**src/rtl/fifo_rr_arbiter.sv**
```systemverilog
// fifo_rr_arbiter: round-robin pop scheduler for a bank of FIFOs.
// Each owner receives a burst of up to MAX_BURST pops. Ownership then
// rotates to the next non-empty FIFO after the previous owner.
// gnt/req/last are combinational from registered state and live inputs,
// so the selected FIFO pops on the same edge the grant is seen.
module fifo_rr_arbiter #(
    parameter int NUM_FIFOS = 4,
    parameter int TAGWIDTH  = $clog2(NUM_FIFOS),
    parameter int MAX_BURST = 4,
    parameter int CNTWIDTH  = $clog2(MAX_BURST + 1)
) (
    input  logic                 clk,
    input  logic                 rst,
    input  logic [NUM_FIFOS-1:0] empty,
    input  logic                 ready,
    input  logic                 en,
    output logic [NUM_FIFOS-1:0] gnt,
    output logic                 req,
    output logic [TAGWIDTH-1:0]  gnt_sel,
    output logic                 busy,
    output logic                 last,
    output logic [CNTWIDTH-1:0]  burst_cnt
);

    typedef enum logic {
        ST_IDLE  = 1'b0,
        ST_BURST = 1'b1
    } state_t;

    state_t              state_q, state_d;
    logic [TAGWIDTH-1:0] owner_q, owner_d;
    logic [TAGWIDTH-1:0] rr_ptr_q, rr_ptr_d;
    logic [CNTWIDTH-1:0] cnt_q, cnt_d;

    logic                found_s;
    logic [TAGWIDTH-1:0] winner_s;
    logic                grant_s;
    logic                last_s;
    logic [TAGWIDTH-1:0] next_ptr_s;

    // Scan rr_ptr, rr_ptr+1, ... (wrapping at NUM_FIFOS) for the first non-empty FIFO.
    always_comb begin
        found_s  = 1'b0;
        winner_s = '0;
        for (int k = 0; k < NUM_FIFOS; k++) begin
            int            idx;
            logic [TAGWIDTH-1:0] tag;
            idx = int'(rr_ptr_q) + k;
            if (idx >= NUM_FIFOS) begin
                idx = idx - NUM_FIFOS;
            end else begin
                idx = idx;
            end
            tag = TAGWIDTH'(idx);
            if (!found_s && !empty[tag]) begin
                found_s  = 1'b1;
                winner_s = tag;
            end else begin
                found_s  = found_s;
            end
        end
    end

    // Grant to the owner only when enabled, downstream ready and the owner has data.
    always_comb begin
        grant_s = 1'b0;
        last_s  = 1'b0;
        gnt     = '0;
        if (state_q == ST_BURST) begin
            grant_s = en & ready & ~empty[owner_q];
        end else begin
            grant_s = 1'b0;
        end
        last_s = grant_s & (cnt_q == CNTWIDTH'(MAX_BURST - 1));
        if (grant_s) begin
            gnt = NUM_FIFOS'(1) << owner_q;
        end else begin
            gnt = '0;
        end
    end

    assign req       = |gnt;
    assign last      = last_s;
    assign gnt_sel   = owner_q;
    assign busy      = (state_q == ST_BURST);
    assign burst_cnt = cnt_q;

    // Pointer to resume scanning after the current owner; wraps without leaving 0..NUM_FIFOS-1.
    always_comb begin
        if (owner_q == TAGWIDTH'(NUM_FIFOS - 1)) begin
            next_ptr_s = '0;
        end else begin
            next_ptr_s = owner_q + TAGWIDTH'(1);
        end
    end

    // Next-state logic for the IDLE/BURST scheduler.
    always_comb begin
        state_d  = state_q;
        owner_d  = owner_q;
        rr_ptr_d = rr_ptr_q;
        cnt_d    = cnt_q;
        case (state_q)
            ST_IDLE: begin
                if (en && found_s) begin
                    state_d = ST_BURST;
                    owner_d = winner_s;
                    cnt_d   = '0;
                end else begin
                    state_d = ST_IDLE;
                end
            end
            ST_BURST: begin
                // Disable or an empty owner ends the burst without a pop;
                // the final pop of a full burst ends it with one.
                if (!en || empty[owner_q] || last_s) begin
                    state_d  = ST_IDLE;
                    rr_ptr_d = next_ptr_s;
                    cnt_d    = '0;
                end else if (grant_s) begin
                    cnt_d = cnt_q + CNTWIDTH'(1);
                end else begin
                    cnt_d = cnt_q;
                end
            end
            default: begin
                state_d  = ST_IDLE;
                owner_d  = '0;
                rr_ptr_d = '0;
                cnt_d    = '0;
            end
        endcase
    end

    // State registers with asynchronous clear.
    always_ff @(posedge clk or posedge rst) begin
        if (rst) begin
            state_q  <= ST_IDLE;
            owner_q  <= '0;
            rr_ptr_q <= '0;
            cnt_q    <= '0;
        end else begin
            state_q  <= state_d;
            owner_q  <= owner_d;
            rr_ptr_q <= rr_ptr_d;
            cnt_q    <= cnt_d;
        end
    end

endmodule

```
**config.mk**
```make
export PLATFORM = sky130hd
export DESIGN_NAME = fifo_rr_arbiter
export DESIGN_NICKNAME = d
export VERILOG_FILES = /design/src/rtl/fifo_rr_arbiter.sv
export SDC_FILE = /design/constraint.sdc
export NUM_CORES = 1
export LEC_CHECK = 0
export ABC_AREA = 1
export CORE_MARGIN = 3
export CORE_UTILIZATION = 29
export CTS_CLUSTER_DIAMETER = 60
export DETAILED_ROUTE_END_ITERATION = 6
export SYNTH_ARGS = -nofsm -noshare
export SYNTH_HDL_FRONTEND = slang
export SYNTH_SLANG_ARGS = --single-unit
```
**constraint.sdc**
```tcl
create_clock -name clk -period 1.5 [get_ports clk]
set_clock_uncertainty 0.1 [all_clocks]
set_input_delay 0.375 -clock clk [delete_from_list [all_inputs] [get_ports clk]]
set_output_delay 0.375 -clock clk [all_outputs]
set_load 0.01 [all_outputs]
```
==> results.toml <==
[cts]
htreeDepth = 1
cts_root_buffer = "clkbuf_4"
ctsHoldBuffers = 0
cts_buffers = 3
clkLatencyLatePin_ps = 260
path_clk_slew_ps = 60
clockBufferDepth = 2
cts_tree = "built"
cts_sinks = 8

[logic_synthesis]
yosysSeqAreaShare = 0.230
synthTopCellsByArea = "dfrtp_1 (23%), nand2_1 (18%), ha_1 (8.6%)"
synth_top_area_frac = 0.230
async_flop_share = 1.00
synth_cell_type_count = 19
synth-edff-count = 0
yosys_warnings = 0
muxShareOfSynthArea = 0
synth_area_um2 = 871
synth-xor-area-share = 0
synth-simple-area-share = 0.470
synth_top_family_by_area = "simple AND/OR/NAND/NOR gates"
synth.net_count = 149
yosys.area.top_type = "dfrtp_1"
synth_compound_area_frac = 0.111
yosysMostFrequentCell = "nand2_1"
postSynthRegisterBits = 8
syn_area_per_cell_um2 = 6.45
synthAdderAreaFrac = 0.0862
synthCells = 135
synth_commonest_cells = "nand2_1 (41), inv_1 (18), nand3_1 (14), nor2_1 (14), nand2_2 (9)"
synth_ff_type = "dfrtp_1"

[cells_and_area]
post-route-util = 0.589
finalNetCount = 215
multi_input_area_um2 = 793
final_design_area_no_fill_um2 = 1650
area.growth.synth_to_final_pct = 89.8
fill_cells = 278
seqCellArea_um2 = 204
antennaDiodeCount = 0
final_layout_size_suffix_gt1_frac = 0.570

[placed_design]
place_area_um2 = 1330
place.gp.congestion = 0.811
place_hpwl_um = 1980
portBuffers = 19

[route]
firstDrtPassIters = 4
routedWlPerCell_um = 13.1
wl_um = 3030
num_vias = 1097
drc = 0
antenna_left = 0
first_iter_violations = 59
via_per_inst = 4.75

[sta]
period_minus_slack_ps = 1950
tightest_slew_ps = 298
relSlewSlack = 0.801
slew_viol_final = 0
setup_viol = 16
hold_violations = 0
rsz0062_at_grt = "yes"
worst_slack_ps = -447
fin_crit_sh = 1.30
fmax_ghz = 0.514

[pwr]
power.leakage_uw = 0.000860
seqPwrFrac = 0.128
combPwrFrac = 0.816
p_int_uw = 1660
power.switching_uw = 1600
p_sw_frac = 0.492
vdd_ir_drop_max_v = 0.000792
powerDensity_nw_per_um2 = 1970
pwr-share-clk = 0.056

[critical_path]
critical_path_required_ps = 1020
worst_ep_arrival_time_ps = 1470
cp-start-kind = "flip-flop"
worstSetupPathType = "flip-flop to output pin"
reg2reg_depth = 9
crit_fanout = 6
end_kind = "output pin"
rrSetupSlack_ps = -190

[floorplanning]
die_w_um = 60.8
start_util = 0.310
core_um2 = 2810
dieHeight_um = 60.8
io_pins = 20
die_area_um2 = 3700
placementRows = 19

[min_path]
hold_path.class = "primary input to asynchronous set/reset pin"

[grt]
grt_pass1_wl_um = 4540
overflow = 0
grt_antenna_before_repair = 0
grt_max_degree = 9
grt_use_total = 0.163
grt_pass1_vias = 1055

[status]
status = "finished, violations left"
violations = "negative setup slack"

[job]
max_cap_viol_count = 0
[placed cells by master, fill, tap and decap left out, types with 6 or more instances in the layout]
| cell type | synthesis | routed |
|---|---|---|
| buf_2 | 0 | 8 |
| buf_4 | 0 | 32 |
| buf_6 | 1 | 12 |
| ha_1 | 6 | 6 |
| inv_1 | 18 | 14 |
| nand2_1 | 41 | 22 |
| nand2_2 | 9 | 15 |
| nand2_4 | 4 | 15 |
| nand3_1 | 14 | 9 |
| nor2_1 | 14 | 11 |
[per-stage QoR]
stage	cells	total power (uW)	hold WS [ps]	worst slack (ps)	TNS (ps)
after floorplan	135	1460	90.5	-98.4	-439
after global placement	213	2180	502	-981	-9750
after detailed placement	213	2210	515	-998	-10040
after CTS	227	2730	265	-440	-2920
after global routing	231	3510	286	-561	-4910
final	231	3260	260	-447	-3350
[final timing paths]
check | end | startpoint
max | req | gnt_sel[0]
min | gnt_sel[0] | rst
max reg2reg | burst_cnt[2] | rr_ptr_q[0]
min reg2reg | burst_cnt[1] | burst_cnt[1]
max in group asynchronous | rr_ptr_q[0] | rst
min in group clk | burst_cnt[1] | burst_cnt[1]
[metal layers]
metal  routed length, um  global-route usage  up-vias
li1                    -                   -      563
met3                  68              0.0340        4
met1                1210               0.190      513
met5                   0                   0        -
met4                  42              0.0279        0
met2                1700               0.308       17
[layout make-up]
type,count,share of cell area
multi-input cells,105,0.480
repair buffers,62,0.304
flip-flops and latches,8,0.123
inverters,21,0.0537
well taps,31,0.0235
clock buffers,4,0.0159
[flip-flops by register name (all words and copies together), names as in the netlist]
signal,count
busy,1
burst_cnt,3
rr_ptr_q,2
gnt_sel,2
[power groups by stage]
stage / logic, uW / registers (uW) / clock network (uW)
2_1_floorplan: 1030 / 437 / 0
3_3_place_gp: 1790 / 392 / 0
3_5_place_dp: 1820 / 391 / 0
4_1_cts: 2140 / 398 / 190
5_1_grt: 2870 / 427 / 206
6_report: 2660 / 417 / 183
[cells by family (layout without fill, tap and decap cells)]
logic type | after synthesis | after routing
simple gates | 85 | 85
buf+inv | 22 | 87
compound gates | 14 | 14
flops | 8 | 8
fa+ha+maj | 6 | 6
[critical path, stage by stage (launching register included)]
cell     delay (ps)
dfrtp_2         430
nand2_1          70
nand3_1          70
nand2_1          90
nand2_2          70
inv_2            80
nand3_4         100
a41oi_2         160
buf_2           150
[timing repair]
| item | 4_1_cts | 5_1_grt |
|---|---|---|
| pin swaps | 14 | 23 |
| setup buffers | 11 | 7 |
| gates cloned | 0 | 0 |
| gates resized for setup | 69 | 49 |
| endpoints found under the hold margin | 0 | 0 |
| setup endpoints to repair | 20 | 19 |
Note: power is estimated with default switching activity, not from simulation.
